### config.mk
export PLATFORM = sky130hd
export DESIGN_NAME = lutram_fifo32_flat
export DESIGN_NICKNAME = d
export VERILOG_FILES = /design/src/rtl/lutram_fifo32_if.sv /design/src/rtl/lutram_fifo32.sv /design/src/flat_wrapper.sv
export SDC_FILE = /design/constraint.sdc
export NUM_CORES = 1
export LEC_CHECK = 0
export ABC_AREA = 1
export BUFFER_PORTS_ARGS = -buffer_cell sky130_fd_sc_hd__buf_2
export CAP_MARGIN = 0
export CORE_ASPECT_RATIO = 1.2
export CORE_UTILIZATION = 56
export DETAILED_ROUTE_END_ITERATION = 12
export PLACE_DENSITY = 0.81
export SYNTH_ARGS = -nofsm -noshare
export SYNTH_HDL_FRONTEND = slang
export SYNTH_SLANG_ARGS = --single-unit
### constraint.sdc
create_clock -name CLK -period 2.75 [get_ports CLK]
set_input_delay 0.55 -clock CLK [delete_from_list [all_inputs] [get_ports CLK]]
set_output_delay 0.55 -clock CLK [all_outputs]
set_load 0.01 [all_outputs]
### src/rtl/lutram_fifo32_if.sv
// lutram_fifo32_if
// Groups the write side, the registered pop handshake and the status flags of
// lutram_fifo32 into one bundle.
//   slave  modport : the FIFO (takes WR_EN/WR_DATA/DOUT_RDY, drives the rest)
//   master modport : the user (drives WR_EN/WR_DATA/DOUT_RDY, observes the rest)
// Handshake: a word is written when WR_EN && !FULL. A word leaves when
// DOUT_VLD && DOUT_RDY at a rising edge. While DOUT_VLD && !DOUT_RDY, DOUT and
// DOUT_VLD stay stable.
// Signals: WR_EN, WR_DATA[DATA_W], FULL, OVERFLOW, DOUT[DATA_W], DOUT_VLD,
//          DOUT_RDY, LEVEL[6], ALMOST_FULL, ALMOST_EMPTY.
interface lutram_fifo32_if #(
  parameter int DATA_W = 8
);
  logic              WR_EN;
  logic [DATA_W-1:0] WR_DATA;
  logic              FULL;
  logic              OVERFLOW;
  logic [DATA_W-1:0] DOUT;
  logic              DOUT_VLD;
  logic              DOUT_RDY;
  logic [5:0]        LEVEL;
  logic              ALMOST_FULL;
  logic              ALMOST_EMPTY;

  modport slave (
    input  WR_EN, WR_DATA, DOUT_RDY,
    output FULL, OVERFLOW, DOUT, DOUT_VLD, LEVEL, ALMOST_FULL, ALMOST_EMPTY
  );

  modport master (
    output WR_EN, WR_DATA, DOUT_RDY,
    input  FULL, OVERFLOW, DOUT, DOUT_VLD, LEVEL, ALMOST_FULL, ALMOST_EMPTY
  );
endinterface

### src/rtl/lutram_fifo32.sv
// lutram_fifo32
// 32-entry FIFO on distributed-RAM style storage (synchronous write,
// asynchronous read) followed by a registered output stage. The capacity is
// 33 words: 32 in RAM plus 1 in the output register.
// Ports:
//   CLK  : clock, rising edge
//   RST  : asynchronous, active-high reset (memory contents are kept)
//   bus  : lutram_fifo32_if.slave (write side, pop handshake, status)
// Optional feature: define LUTRAM_FIFO_PROG_FLAGS_EN to get registered
// ALMOST_FULL (LEVEL >= AF_THR) and ALMOST_EMPTY (LEVEL <= AE_THR). When the
// macro is undefined both flags are tied to 0.
module lutram_fifo32 #(
  parameter int DATA_W = 8,
  parameter int AF_THR = 30,
  parameter int AE_THR = 2
) (
  input logic             CLK,
  input logic             RST,
  lutram_fifo32_if.slave  bus
);

  logic [DATA_W-1:0] mem_q [32];

  logic [4:0]        wr_ptr_q, wr_ptr_d;
  logic [4:0]        rd_ptr_q, rd_ptr_d;
  logic [5:0]        ram_cnt_q, ram_cnt_d;
  logic              full_q, full_d;
  logic              overflow_q, overflow_d;
  logic [DATA_W-1:0] dout_q, dout_d;
  logic              dout_vld_q, dout_vld_d;
  logic [5:0]        level_q, level_d;

  logic accept, reject, pop, load;

  // FULL is a register that mirrors ram_cnt==32, so using it here is the same
  // as looking at ram_cnt at the start of the cycle. A same-cycle pop never
  // frees a slot for the write.
  assign accept = bus.WR_EN && !full_q;
  assign reject = bus.WR_EN && full_q;
  assign pop    = dout_vld_q && bus.DOUT_RDY;
  // The output register refills whenever it is empty or being emptied.
  assign load   = (ram_cnt_q != 6'd0) && (!dout_vld_q || bus.DOUT_RDY);

  always_comb begin
    wr_ptr_d   = wr_ptr_q;
    rd_ptr_d   = rd_ptr_q;
    dout_d     = dout_q;
    dout_vld_d = dout_vld_q;
    if (accept) wr_ptr_d = wr_ptr_q + 5'd1;
    if (load) begin
      dout_d     = mem_q[rd_ptr_q];
      dout_vld_d = 1'b1;
      rd_ptr_d   = rd_ptr_q + 5'd1;
    end else if (pop) begin
      dout_vld_d = 1'b0;
    end
    ram_cnt_d  = ram_cnt_q + {5'd0, accept} - {5'd0, load};
    full_d     = (ram_cnt_d == 6'd32);
    overflow_d = reject;
    level_d    = ram_cnt_d + {5'd0, dout_vld_d};
  end

  always_ff @(posedge CLK or posedge RST) begin
    if (RST) begin
      wr_ptr_q   <= '0;
      rd_ptr_q   <= '0;
      ram_cnt_q  <= '0;
      full_q     <= 1'b0;
      overflow_q <= 1'b0;
      dout_q     <= '0;
      dout_vld_q <= 1'b0;
      level_q    <= '0;
    end else begin
      wr_ptr_q   <= wr_ptr_d;
      rd_ptr_q   <= rd_ptr_d;
      ram_cnt_q  <= ram_cnt_d;
      full_q     <= full_d;
      overflow_q <= overflow_d;
      dout_q     <= dout_d;
      dout_vld_q <= dout_vld_d;
      level_q    <= level_d;
    end
  end

  // Storage has no reset so it maps onto LUT RAM; contents survive RST.
  always_ff @(posedge CLK) begin
    if (accept) mem_q[wr_ptr_q] <= bus.WR_DATA;
  end

  assign bus.FULL     = full_q;
  assign bus.OVERFLOW = overflow_q;
  assign bus.DOUT     = dout_q;
  assign bus.DOUT_VLD = dout_vld_q;
  assign bus.LEVEL    = level_q;

`ifdef LUTRAM_FIFO_PROG_FLAGS_EN
  logic af_q, ae_q;

  // Flags follow level_d so they change on the same edge as LEVEL.
  always_ff @(posedge CLK or posedge RST) begin
    if (RST) begin
      af_q <= 1'b0;
      ae_q <= 1'b1;
    end else begin
      af_q <= (level_d >= 6'(AF_THR));
      ae_q <= (level_d <= 6'(AE_THR));
    end
  end

  assign bus.ALMOST_FULL  = af_q;
  assign bus.ALMOST_EMPTY = ae_q;
`else
  // Thresholds appear only in constant expressions that fold to 0.
  assign bus.ALMOST_FULL  = 1'b0 & (AF_THR > 0);
  assign bus.ALMOST_EMPTY = 1'b0 & (AE_THR >= 0);
`endif

endmodule

### src/flat_wrapper.sv
// flat-port wrapper written by rule: the top's interface ports become plain ports
module lutram_fifo32_flat 
#(
  parameter int DATA_W = 8,
  parameter int AF_THR = 30,
  parameter int AE_THR = 2
)
  (CLK, RST, bus_WR_EN, bus_WR_DATA, bus_DOUT_RDY, bus_FULL, bus_OVERFLOW, bus_DOUT, bus_DOUT_VLD, bus_LEVEL, bus_ALMOST_FULL, bus_ALMOST_EMPTY);
  lutram_fifo32_if #(.DATA_W(DATA_W)) bus_i ();
  input logic CLK;
  input logic RST;
  input wire logic [$bits(bus_i.WR_EN)-1:0] bus_WR_EN;
  input wire logic [$bits(bus_i.WR_DATA)-1:0] bus_WR_DATA;
  input wire logic [$bits(bus_i.DOUT_RDY)-1:0] bus_DOUT_RDY;
  output wire logic [$bits(bus_i.FULL)-1:0] bus_FULL;
  output wire logic [$bits(bus_i.OVERFLOW)-1:0] bus_OVERFLOW;
  output wire logic [$bits(bus_i.DOUT)-1:0] bus_DOUT;
  output wire logic [$bits(bus_i.DOUT_VLD)-1:0] bus_DOUT_VLD;
  output wire logic [$bits(bus_i.LEVEL)-1:0] bus_LEVEL;
  output wire logic [$bits(bus_i.ALMOST_FULL)-1:0] bus_ALMOST_FULL;
  output wire logic [$bits(bus_i.ALMOST_EMPTY)-1:0] bus_ALMOST_EMPTY;
  assign bus_i.WR_EN = bus_WR_EN;
  assign bus_i.WR_DATA = bus_WR_DATA;
  assign bus_i.DOUT_RDY = bus_DOUT_RDY;
  assign bus_FULL = bus_i.FULL;
  assign bus_OVERFLOW = bus_i.OVERFLOW;
  assign bus_DOUT = bus_i.DOUT;
  assign bus_DOUT_VLD = bus_i.DOUT_VLD;
  assign bus_LEVEL = bus_i.LEVEL;
  assign bus_ALMOST_FULL = bus_i.ALMOST_FULL;
  assign bus_ALMOST_EMPTY = bus_i.ALMOST_EMPTY;
  lutram_fifo32 #(.DATA_W(DATA_W), .AF_THR(AF_THR), .AE_THR(AE_THR)) u_core (.CLK(CLK), .RST(RST), .bus(bus_i));
endmodule
[Word level (Yosys, flattened, before mapping)]
Memories as Yosys holds them, arrays and structs flattened. A register that Yosys moved wholly into a read port is not among the register bits.
Cells that the tools add are included.
Word-level totals
  register bits: 25
  memory bits (writable): 256
  input bits: 12
  output and inout bits: 19
  word-level logic and storage cells: 26
  memories: 1
Memories
  u_core.mem_q: depth 32, bits a word 8, rd ports 1, clocked after Yosys merged registers in 1, wr ports 1, RTL line lutram_fifo32.sv:22  | logic [DATA_W-1:0] mem_q [32];
Cells by class
  $add $sub $neg: 5
  equal/unequal tests: 1
  multiplexer cells: 4
  reductions and logical operators: 8
Operators with widths (number)
  $add A6 B1 Y6: 2
  $add A5 B1 Y5 const B: 2
  $eq A6 B6 Y1 const B: 1
  $reduce_bool A6 Y1: 1
  $sub A6 B1 Y6: 1
  $logic_and A1 B1 Y1: 4
  $mux W1: 4
  $logic_not A1 Y1: 2
  $logic_or A1 B1 Y1: 1

[Logic depth before layout (Yosys ltp)]
Gate-level depths: netlist of the first run.
  word-level depth: 5
  mapped depth: 17
  gate-level depth less buffers: 16

[Least setup slack after synthesis of the first run]
Ideal clock, no wire load.
  kind: flip-flop to flip-flop
  start point: register u_core.ram_cnt_q[2]
  end point: register u_core.level_q[4] (netlist: u_core.bus.LEVEL[4])
  setup time: 0.131 ns
  arrival time: 2.586 ns
  required time: 2.619 ns
  path slack: 0.033 ns
  cell stages (with the launch flop): 16
  buffers on the path: 1
  clock period less this slack: 2.717 ns
  cells stage by stage: dfrtp_1 -> inv_1 -> ha_1 -> nand4_1 -> nand2_1 -> inv_1 -> clkbuf_1 -> ha_1 -> inv_1 -> ha_1 -> fa_1 -> ha_1 -> inv_1 -> nor2_1 -> nand2_1 -> xnor2_1
Between the ends
  longest elaborated chain between the ends: 4
  elaborated cells on any way between the ends: 6
  classes of those cells: 3 x add/sub; 1 x mux; 2 x reduce/logical
Ends and longest elaborated chain
  from (decl): RTL line lutram_fifo32.sv:26  | logic [5:0] ram_cnt_q, ram_cnt_d;
  from (signal assigned): RTL line lutram_fifo32.sv:76  | ram_cnt_q <= ram_cnt_d;
  $reduce_bool A6 Y1: RTL line lutram_fifo32.sv:42  | assign load = (ram_cnt_q != 6'd0) && (!dout_vld_q || bus.DOUT_RDY);
  $logic_and A1 B1 Y1: RTL line lutram_fifo32.sv:42
  via u_core.load: RTL line lutram_fifo32.sv:33  | logic accept, reject, pop, load;
  $sub A6 B1 Y6: RTL line lutram_fifo32.sv:57  | ram_cnt_d = ram_cnt_q + {5'd0, accept} - {5'd0, load};
  via u_core.ram_cnt_d[1]: RTL line lutram_fifo32.sv:26
  $add A6 B1 Y6: RTL line lutram_fifo32.sv:60  | level_d = ram_cnt_d + {5'd0, dout_vld_d};
  via u_core.level_d[4]: RTL line lutram_fifo32.sv:31  | logic [5:0] level_q, level_d;
  to (signal assigned): RTL line lutram_fifo32.sv:81  | level_q <= level_d;
  to (decl): RTL line lutram_fifo32.sv:31
The timed path passes the listed nets, and every way through them passes these cells.
A chain may end at the register's enable or synchronous reset.

[Final worst setup path of the first run]
  start point: register u_core.ram_cnt_q[4]
  end point: register u_core.level_q[4] (netlist: u_core.bus.LEVEL[4])
Between the ends
  longest elaborated chain between the ends: 4
  elaborated cells on any way between the ends: 6
  classes of those cells: 3 x add/sub; 1 x mux; 2 x reduce/logical
Ends and longest elaborated chain (RTL line)
  $reduce_bool A6 Y1: lutram_fifo32.sv:42
  $logic_and A1 B1 Y1: lutram_fifo32.sv:42
  $sub A6 B1 Y6: lutram_fifo32.sv:57
  via u_core.ram_cnt_d[1]: lutram_fifo32.sv:26
  $add A6 B1 Y6: lutram_fifo32.sv:60
  via u_core.level_d[4]: lutram_fifo32.sv:31
The timed path passes the listed nets, and every way through them passes these cells.

==> flow_summary_export.csv, run 1 <==
group,metric,value,unit
setup_path,cp-start-kind,"register",
yosys,synth_area_per_cell,10.5,µm²
layout,syn_to_final_growth,11.5,%
routing,antenna_left,0,
setup_path,crit_fanout,3,
timing,setup_viol,0,
place,place_congestion,0.848,
floorplanning,core_area,0.0217,mm²
layout,diodes,0,
cts,postCtsHoldBufs,0,
setup_path,crit_start,"u_core.ram_cnt_q[4]",
global_routing,antenna_found_initial,0,
routing,avgViaCountPerCell,5.59,
place,io_buffer_count,28,
cts,cts.sinks,289,
cts,htree_levels,1,
status,status,"completed",
yosys,yosysWarnings,0,
setup_path,path_buf_inv,4,
setup_path,cpMaxStageDelayCell,"fa_2",
setup_path,rr_startpoint,"u_core.ram_cnt_q[4]",
power,leakage,0.00578,µW
setup_path,critical_path_arrival,3.03,ns
floorplanning,die-area,0.0228,mm²
yosys,synth_top_area_share,0.619,
min_path,hold_path_class,"in -> async",
layout,final_cell_mix,"nand2_1, edfxtp_1, nand3_1",
floorplanning,ioPinCount,31,
routing,vias,8466,
floorplanning,row_count,59,
timing,period_share,0.940,
timing,worst-slew-pin-transition,0.783,ns
cts,clock_path_buffers,3,
global_routing,first_global_vias,8219,
timing,max_freq,387,MHz
yosys,synth_area_leaders,"edfxtp_1, nand2_1, dfrtp_1, nand3_1, inv_1",
place,dp_slack,-0.0267,ns
run,cap_viol_max_count,0,
power,p_per_area,1070,mW/mm²
setup_path,crit_chain,"inv_2 -> ha_1 -> nand4_1 -> nand2_1 -> inv_1 -> ha_1 -> inv_1 -> ha_2 -> fa_2 -> ha_2 -> inv_1 -> nor2_2 -> nand2_1 -> xnor2_1",
routing,route.detailed.drc,0,
power,ir_drop,0.000929,V
timing,timing.final.crit_period,2.58,ns
setup_path,worstSetupPathType,"reg -> reg",
timing,fin_worst_skew,0.0263,ns
setup_path,critPathTopFamily,"adder cells",
timing,holdWs,0.0863,ns
global_routing,grt.overflow.total,0,
routing,drt_first_pass_iters,5,
yosys,ys_ff_latch,289,
floorplanning,die_x,138,µm
yosys,syn_area,0.0124,mm²
setup_path,required,3.19,ns
yosys,netlist_instances,1181,
layout,final_common_cell,"nand2_1",
place,hpwlAfterDp,16.8,mm
layout,drive_above_1_share,0.0967,
timing,drv_slew,0,
timing,hold_viol,0,
timing,fin_ws,0.166,ns
cts,numCtsBuffers,27,
setup_path,end_kind,"register",
setup_path,slowest_delay,0.56,ns
yosys,yosys.area.top_type,"edfxtp_1",
routing,wl_per_cell,18.6,µm
global_routing,grt_pass1_wl,43.4,mm
cts,insertion_delay,0.55,ns
floorplanning,start_util,0.572,
routing,first_iter_violations,983,
timing,slew_headroom,0.478,
floorplanning,die_h,165,µm
cts,clk_pin_slew,0.06,ns
global_routing,track_usage,0.257,
cts,cts_tree,"yes",
yosys,synth_cell_types,24,
setup_path,cp_common_cell,"inv_1",
yosys,synth_seq_area_share,0.686,
cts,cts-root-buf,"clkbuf_16",
routing,routed_wirelength,28.2,mm
layout,num-nets-final,1248,
global_routing,grt_max_degree,139,
logic make-up after synthesis:
| group | share of synthesized area |
|---|---|
| buf+inv | 0.0648 |
| simple gates | 0.212 |
| other cells | 0.000302 |
| fa+ha+maj | 0.0167 |
| compound gates | 0.0117 |
| flops | 0.686 |
| xor+xnor | 0.00846 |
report_power, final:
part	total (µW)	internal (µW)	switching [µW]
clock	3760	2180	1580
combinational	5490	1710	3780
sequential	5540	5310	234
worst min-delay path: cells and delay by family:
kind	cells	cell delay [ns]
buffers and inverters	3	0.52
cells in the mapped netlist:
master	count
ha_1	15
nor3_1	1
inv_1	133
nand4_1	6
buf_1	1
o21ai_0	10
nand2_1	381
nor2_2	1
inv_2	2
nor2_1	90
nand2_2	1
nand3b_1	2
nand3_1	160
edfxtp_1	256
a21oi_1	19
buf_2	31
buf_4	12
clkinv_1	3
fa_1	1
xnor2_1	2
clkbuf_1	10
conb_1	1
dfrtp_1	33
xor2_1	10
layer usage:
metal,wire (µm),GRT usage
met5,0,0
met4,1350,0.133
met3,2230,0.0409
met2,13900,0.420
met1,10700,0.330
flip-flops by register name, summed over array words and instances (netlist names):
register and flops:
u_core.mem_q 256, u_core.bus.DOUT 8, u_core.bus.LEVEL 6, u_core.ram_cnt_q 6, u_core.rd_ptr_q 5, u_core.wr_ptr_q 5, u_core.bus.DOUT_VLD 1, u_core.bus.FULL 1
u_core.bus.OVERFLOW 1
timing repair:
action                                  CTS  global route
gates resized for setup                   0             8
setup buffers                             0             2
endpoints found under the setup margin    0             3
area by class of cell:
cell class,instances,area [µm²]
timing repair buffer,63,440
clock inverter,10,104
clock buffer,40,795
fill,1609,7860
inverter,138,519
tap,274,343
sequential,289,8520
multi-input combinational,701,3120
path summary, 6_finish.rpt:
kind / endpoint / slack (ns) / cells past startpoint
max in group asynchronous: u_core.rd_ptr_q[0] / 2.29 / 3
max: u_core.bus.LEVEL[4] / 0.17 / 14
min reg2reg: u_core.bus.DOUT[0] / 0.48 / 2
max reg2reg: u_core.bus.LEVEL[4] / 0.17 / 14
min in group CLK: u_core.bus.OVERFLOW / 0.22 / 3
min: u_core.bus.DOUT_VLD / 0.09 / 3
stage by stage:
step | utilization | TNS, ns | instance area [µm²] | power [µW] | std cells
after floorplan | - | 0 | 12400 | 9270 | 1182
after global placement | 0.595 | 0 | 12900 | 10600 | 1463
after detailed placement | 0.595 | -0.0267 | 12900 | 10900 | 1463
after CTS | 0.636 | 0 | 13800 | 14700 | 1513
after global routing | 0.638 | -0.00950 | 13800 | 15600 | 1515
final | 0.638 | 0 | 13800 | 14800 | 1515
(Power assumes the default switching activity.)
==> inputs of run 2 (changes only) <==
Settings changed: BUFFER_PORTS_ARGS -buffer_cell sky130_fd_sc_hd__buf_2 to default, CORE_UTILIZATION 56 to 57, DONT_BUFFER_PORTS from default to 1.
==> run 2 against run 1 <==
Critical path depth is the same. Register-to-register slack worse by 0.07 ns. Final cell count is 2.1% lower. Via count shrank 1.3%. Sequential power increased by 1%. Setup slack got worse by 0.065 ns. Power is 1.0% lower. Flip-flop and latch count stayed put.
==> flow_summary_export.csv, run 2 (synthesized netlist as in run 1, its figures left out) <==
group,metric,value,unit
setup_path,critPathTopFamily,"adder cells",
setup_path,reg2reg_slack,0.10,ns
min_path,hold_path_class,"in -> async",
setup_path,cp-start-kind,"register",
layout,syn_to_final_growth,10.7,%
place,io_buffer_count,0,
power,ir_drop,0.000899,V
setup_path,end_kind,"register",
timing,worst-slew-pin-transition,0.874,ns
place,hpwlAfterDp,16.7,mm
power,intPower,9130,µW
global_routing,grt_pass1_wl,43.3,mm
timing,period_share,0.963,
power,power_frac_seq,0.383,
power,p_per_area,1060,mW/mm²
power,leakage,0.00567,µW
routing,first_iter_violations,1054,
timing,drv_slew,0,
floorplanning,core_area,0.0212,mm²
global_routing,first_global_vias,8268,
routing,drt_first_pass_iters,5,
cts,numCtsBuffers,26,
routing,antenna_left,0,
cts,cts_tree,"yes",
setup_path,worstSetupPathType,"reg -> reg",
setup_path,crit_start,"u_core.ram_cnt_q[2]",
power,p_sw_frac,0.376,
floorplanning,row_count,58,
power,switchingPower,5510,µW
layout,fillCellCount,1543,
layout,diodes,0,
power,combPwrFrac,0.361,
status,status,"completed",
routing,avgViaCountPerCell,5.63,
setup_path,cp_common_cell,"inv_1",
timing,slew_headroom,0.417,
floorplanning,die-area,0.0224,mm²
cts,clock_path_buffers,3,
timing,fin_worst_skew,0.0128,ns
cts,cts.sinks,289,
cts,insertion_delay,0.54,ns
setup_path,critical_path_arrival,3.07,ns
routing,routed_wirelength,27.3,mm
layout,stdcell_area,0.0138,mm²
cts,clk_pin_slew,0.07,ns
run,cap_viol_max_count,0,
setup_path,cp.depth,14,
timing,max_freq,377,MHz
setup_path,required,3.17,ns
timing,rsz0062_at_grt,"true",
place,placed_area,0.0128,mm²
setup_path,crit_fanout,3,
setup_path,path_buf_inv,4,
setup_path,rr_startpoint,"u_core.ram_cnt_q[2]",
setup_path,crit_end,"u_core.bus.LEVEL[4]",
layout,largest-register,"u_core.mem_q",
timing,timing.final.crit_period,2.65,ns
global_routing,antenna_found_initial,0,
routing,wl_per_cell,18.4,µm
timing,setup_viol,0,
timing,hold_viol,0,
routing,vias,8353,
cts,cts-root-buf,"clkbuf_16",
layout,final_common_cell,"nand2_1",
setup_path,reg2reg_to,"u_core.bus.LEVEL[4]",
global_routing,track_usage,0.259,
setup_path,reg2reg_depth,14,
setup_path,slowest_delay,0.60,ns
floorplanning,ioPinCount,31,
place,place_congestion,0.868,
routing,route.detailed.drc,0,
layout,num-nets-final,1221,
layout,drive_above_1_share,0.0816,
floorplanning,die_h,164,µm
power,power.total,14600,µW
floorplanning,start_util,0.586,
layout,final_cell_mix,"nand2_1, edfxtp_1, nand3_1",
setup_path,cpMaxStageDelayCell,"fa_2",
setup_path,crit_chain,"inv_2 -> ha_1 -> nand4_1 -> nand2_1 -> inv_1 -> ha_1 -> inv_1 -> ha_2 -> fa_2 -> ha_4 -> inv_1 -> nor2_2 -> nand2_1 -> xnor2_1",
global_routing,grt_max_degree,139,
global_routing,grt.overflow.total,0,
cts,postCtsHoldBufs,0,
cts,htree_levels,1,
power,p_clk_frac,0.256,
floorplanning,die_x,137,µm
layout,largest_reg_flops,256,
run 2: cell count changes in the layout (fill, tap and decap cells not counted), sizes merged:
cell / before / now
clkinv: 10 / 11
clkbuf: 40 / 33
inv: 135 / 134
buf: 63 / 37
clkinvlp: 1 / 6
run 2: worst min path at each step:
stage	startpoint	to	slack, ns
after floorplan	u_core.wr_ptr_q[0]	u_core.wr_ptr_q[0]	0.51
after global placement	u_core.bus.DOUT_VLD	u_core.bus.DOUT_VLD	0.53
after detailed placement	u_core.bus.DOUT[0]	u_core.bus.DOUT[0]	0.54
after CTS	bus_WR_DATA[2]	u_core.mem_q[5][2]	0.10
after global routing	bus_WR_DATA[2]	u_core.mem_q[4][2]	0.09
final	RST	u_core.wr_ptr_q[3]	0.09
run 2: metrics by stage:
stage          hold WS [ns]  TNS (ns)  setup slack, ns  cells   util
2_1_floorplan         0.512         0           0.0334   1182      -
3_3_place_gp          0.530         0            0.145   1434  0.603
3_5_place_dp          0.539   -0.0302          -0.0302   1434  0.603
4_1_cts               0.101         0          0.00582   1482  0.646
5_1_grt              0.0904   -0.0559          -0.0249   1483  0.649
6_report             0.0905         0            0.100   1483  0.649
run 2: what timing repair did:
| item | 4_1_cts | 5_1_grt |
|---|---|---|
| buffers inserted | 0 | 1 |
| setup endpoints to repair | 1 | 3 |
| resized for setup | 1 | 10 |
| pin swaps | 1 | 3 |
run 2: layout make-up:
class / count / area [µm²] / area share
Timing Repair Buffer: 37 / 315 / 0.0229
Clock buffer: 33 / 761 / 0.0553
Multi-Input combinational cell: 701 / 3150 / 0.229
Clock inverter: 15 / 148 / 0.0107
Inverter: 138 / 519 / 0.0378
Sequential cell: 289 / 8520 / 0.619
Tap cell: 270 / 338 / 0.0246
run 2: power groups by stage:
stage	clock network, µW	registers, µW	logic, µW
floorplan	0	5590	3680
global placement	0	5680	4830
detailed placement	0	5690	5000
CTS	3770	5610	5030
global route	3930	5650	5870
finish	3740	5610	5290
run 2: worst reg2reg max path, stage by stage, from the launching register on:
cell and delay, ns:
dfrtp_1 0.40, inv_2 0.07, ha_1 0.13, nand4_1 0.11, nand2_1 0.10, inv_1 0.06
ha_1 0.29, inv_1 0.05, ha_2 0.19, fa_2 0.60, ha_4 0.15, inv_1 0.05
nor2_2 0.12, nand2_1 0.07, xnor2_1 0.15
run 2: per-layer routing:
metal,vias to the layer above,track usage,wire length (µm)
met1,3968,0.322,10100
met3,83,0.0352,2010
li1,3885,-,-
met5,-,0,0
met4,0,0.126,1140
met2,417,0.447,14100
==> inputs of run 3 (changes only) <==
Settings changed: CORE_ASPECT_RATIO 1.2 to 2, HOLD_SLACK_MARGIN from default to 0.05.
==> run 3 against run 2 <==
Non-clock buffer count is 14 higher. Design area is 0.87% higher. First-iteration DRC count is 33% lower. Clock power is 2% higher. Clock skew is 0.0013 ns lower. Critical endpoint unchanged. Largest cell class unchanged. Combinational power is 3% higher. Power is 1.7% higher. Setup slack worse by 0.0057 ns. Final cell count is 0.88% higher. Hold slack better by 0.020 ns.
==> flow_summary_export.csv, run 3 (synthesized netlist as in run 1, its figures left out) <==
group,metric,value,unit
cts,clock_path_buffers,3,
timing,setup_viol,0,
layout,num-nets-final,1233,
cts,insertion_delay,0.53,ns
global_routing,grt_max_degree,98,
cts,clk_pin_slew,0.07,ns
cts,cts-root-buf,"clkbuf_16",
timing,slew_headroom,0.498,
setup_path,cpMaxStageDelayCell,"fa_2",
run,cap_viol_max_count,0,
power,p_clk_frac,0.255,
power,combPwrFrac,0.367,
setup_path,critPathTopFamily,"adder cells",
floorplanning,core_area,0.0215,mm²
place,place_congestion,0.877,
cts,numCtsBuffers,24,
layout,largest-register,"u_core.mem_q",
place,hpwlAfterDp,17.9,mm
place,placed_area,0.0129,mm²
layout,largest_reg_flops,256,
power,switchingPower,5580,µW
power,p_per_area,1070,mW/mm²
setup_path,cp-start-kind,"register",
min_path,hold_path_class,"in -> reg",
timing,hold_viol,0,
layout,syn_to_final_growth,11.7,%
timing,fin_worst_skew,0.0115,ns
setup_path,end_kind,"register",
setup_path,cp_common_cell,"ha_4",
power,power_frac_seq,0.377,
timing,drv_slew,0,
routing,first_iter_violations,705,
layout,final_util,0.645,
setup_path,worstSetupPathType,"reg -> reg",
power,p_sw_frac,0.375,
cts,cts_tree,"yes",
layout,seqCellArea,0.00852,mm²
layout,diodes,0,
setup_path,path_buf_inv,4,
floorplanning,die_h,211,µm
timing,period_share,0.966,
power,power.total,14900,µW
power,ir_drop,0.00121,V
layout,final_common_cell,"nand2_1",
setup_path,required,3.17,ns
layout,drive_above_1_share,0.0908,
routing,drt_first_pass_iters,8,
timing,worst-slew-pin-transition,0.752,ns
global_routing,grt.overflow.total,0,
floorplanning,row_count,76,
layout,multi_input_area,0.00319,mm²
global_routing,grt_pass1_wl,44.5,mm
timing,timing.final.crit_period,2.66,ns
place,io_buffer_count,0,
cts,htree_levels,1,
routing,routed_wirelength,28.8,mm
layout,stdcell_area,0.0139,mm²
cts,cts.sinks,289,
routing,antenna_left,0,
layout,final_cell_mix,"nand2_1, edfxtp_1, nand3_1",
setup_path,critical_path_arrival,3.08,ns
floorplanning,ioPinCount,31,
setup_path,crit_fanout,3,
floorplanning,die-area,0.0224,mm²
timing,max_freq,377,MHz
routing,route.detailed.drc,0,
global_routing,antenna_found_initial,0,
global_routing,track_usage,0.268,
layout,fillCellCount,1597,
power,intPower,9310,µW
power,leakage,0.00575,µW
global_routing,first_global_vias,8445,
floorplanning,die_x,106,µm
status,status,"completed",
routing,avgViaCountPerCell,5.59,
routing,wl_per_cell,19.3,µm
routing,vias,8364,
floorplanning,start_util,0.578,
setup_path,slowest_delay,0.60,ns
setup_path,crit_chain,"inv_2 -> ha_1 -> nand4_1 -> nand2_1 -> inv_2 -> ha_4 -> inv_1 -> ha_4 -> fa_2 -> ha_4 -> inv_1 -> nor2_2 -> nand2_1 -> xnor2_1",
==> run 3: through the flow <==
step           setup TNS (ns)  std cells  setup slack, ns  hold WS [ns]
5_1_grt                -0.115       1496          -0.0473         0.102
3_5_place_dp          -0.0465       1446          -0.0308         0.552
2_1_floorplan               0       1182           0.0334         0.512
4_1_cts                     0       1491          0.00765         0.103
6_report                    0       1496           0.0948         0.111
3_3_place_gp                0       1446            0.103         0.534
==> run 3: repair_timing <==
item	in CTS	in global routing
endpoints found under the setup margin	2	3
gates resized for setup	1	16
setup buffers	0	5
hold endpoints to repair	12	0
hold buffers	1	0
pin swaps	1	6
==> run 3: power by group through the flow <==
stage	clock network (µW)	logic [µW]	registers, µW
3_5_place_dp	0	5010	5700
6_report	3800	5470	5620
4_1_cts	3830	5070	5620
5_1_grt	3990	6010	5660
3_3_place_gp	0	4860	5680
2_1_floorplan	0	3680	5590
==> run 3: worst paths after layout <==
path | startpoint | end | slack, ns | cells past startpoint
setup / recovery | u_core.ram_cnt_q[2] | u_core.bus.LEVEL[4] | 0.09 | 14
hold / removal | bus_WR_DATA[7] | u_core.mem_q[27][7] | 0.11 | 0
setup reg to reg | u_core.ram_cnt_q[2] | u_core.bus.LEVEL[4] | 0.09 | 14
hold reg to reg | u_core.wr_ptr_q[0] | u_core.wr_ptr_q[0] | 0.57 | 1
max in group asynchronous | RST | u_core.ram_cnt_q[4] | 1.54 | 3
min in group asynchronous | RST | u_core.ram_cnt_q[2] | 0.59 | 2
==> run 3: routing by layer <==
layer	up-vias	global-route usage	wire length, µm
li1	3901	-	-
met1	3982	0.284	9770
met2	363	0.479	15400
met3	118	0.0315	1470
met4	0	0.201	2230
met5	-	0	0
==> run 3: final cells by class <==
cell class                 count  area share
sequential                   289       0.614
clock inverter                18      0.0177
clock buffer                  26      0.0461
tap                          273      0.0246
multi-input combinational    701       0.230
inverter                     138      0.0374
timing repair buffer          51      0.0305
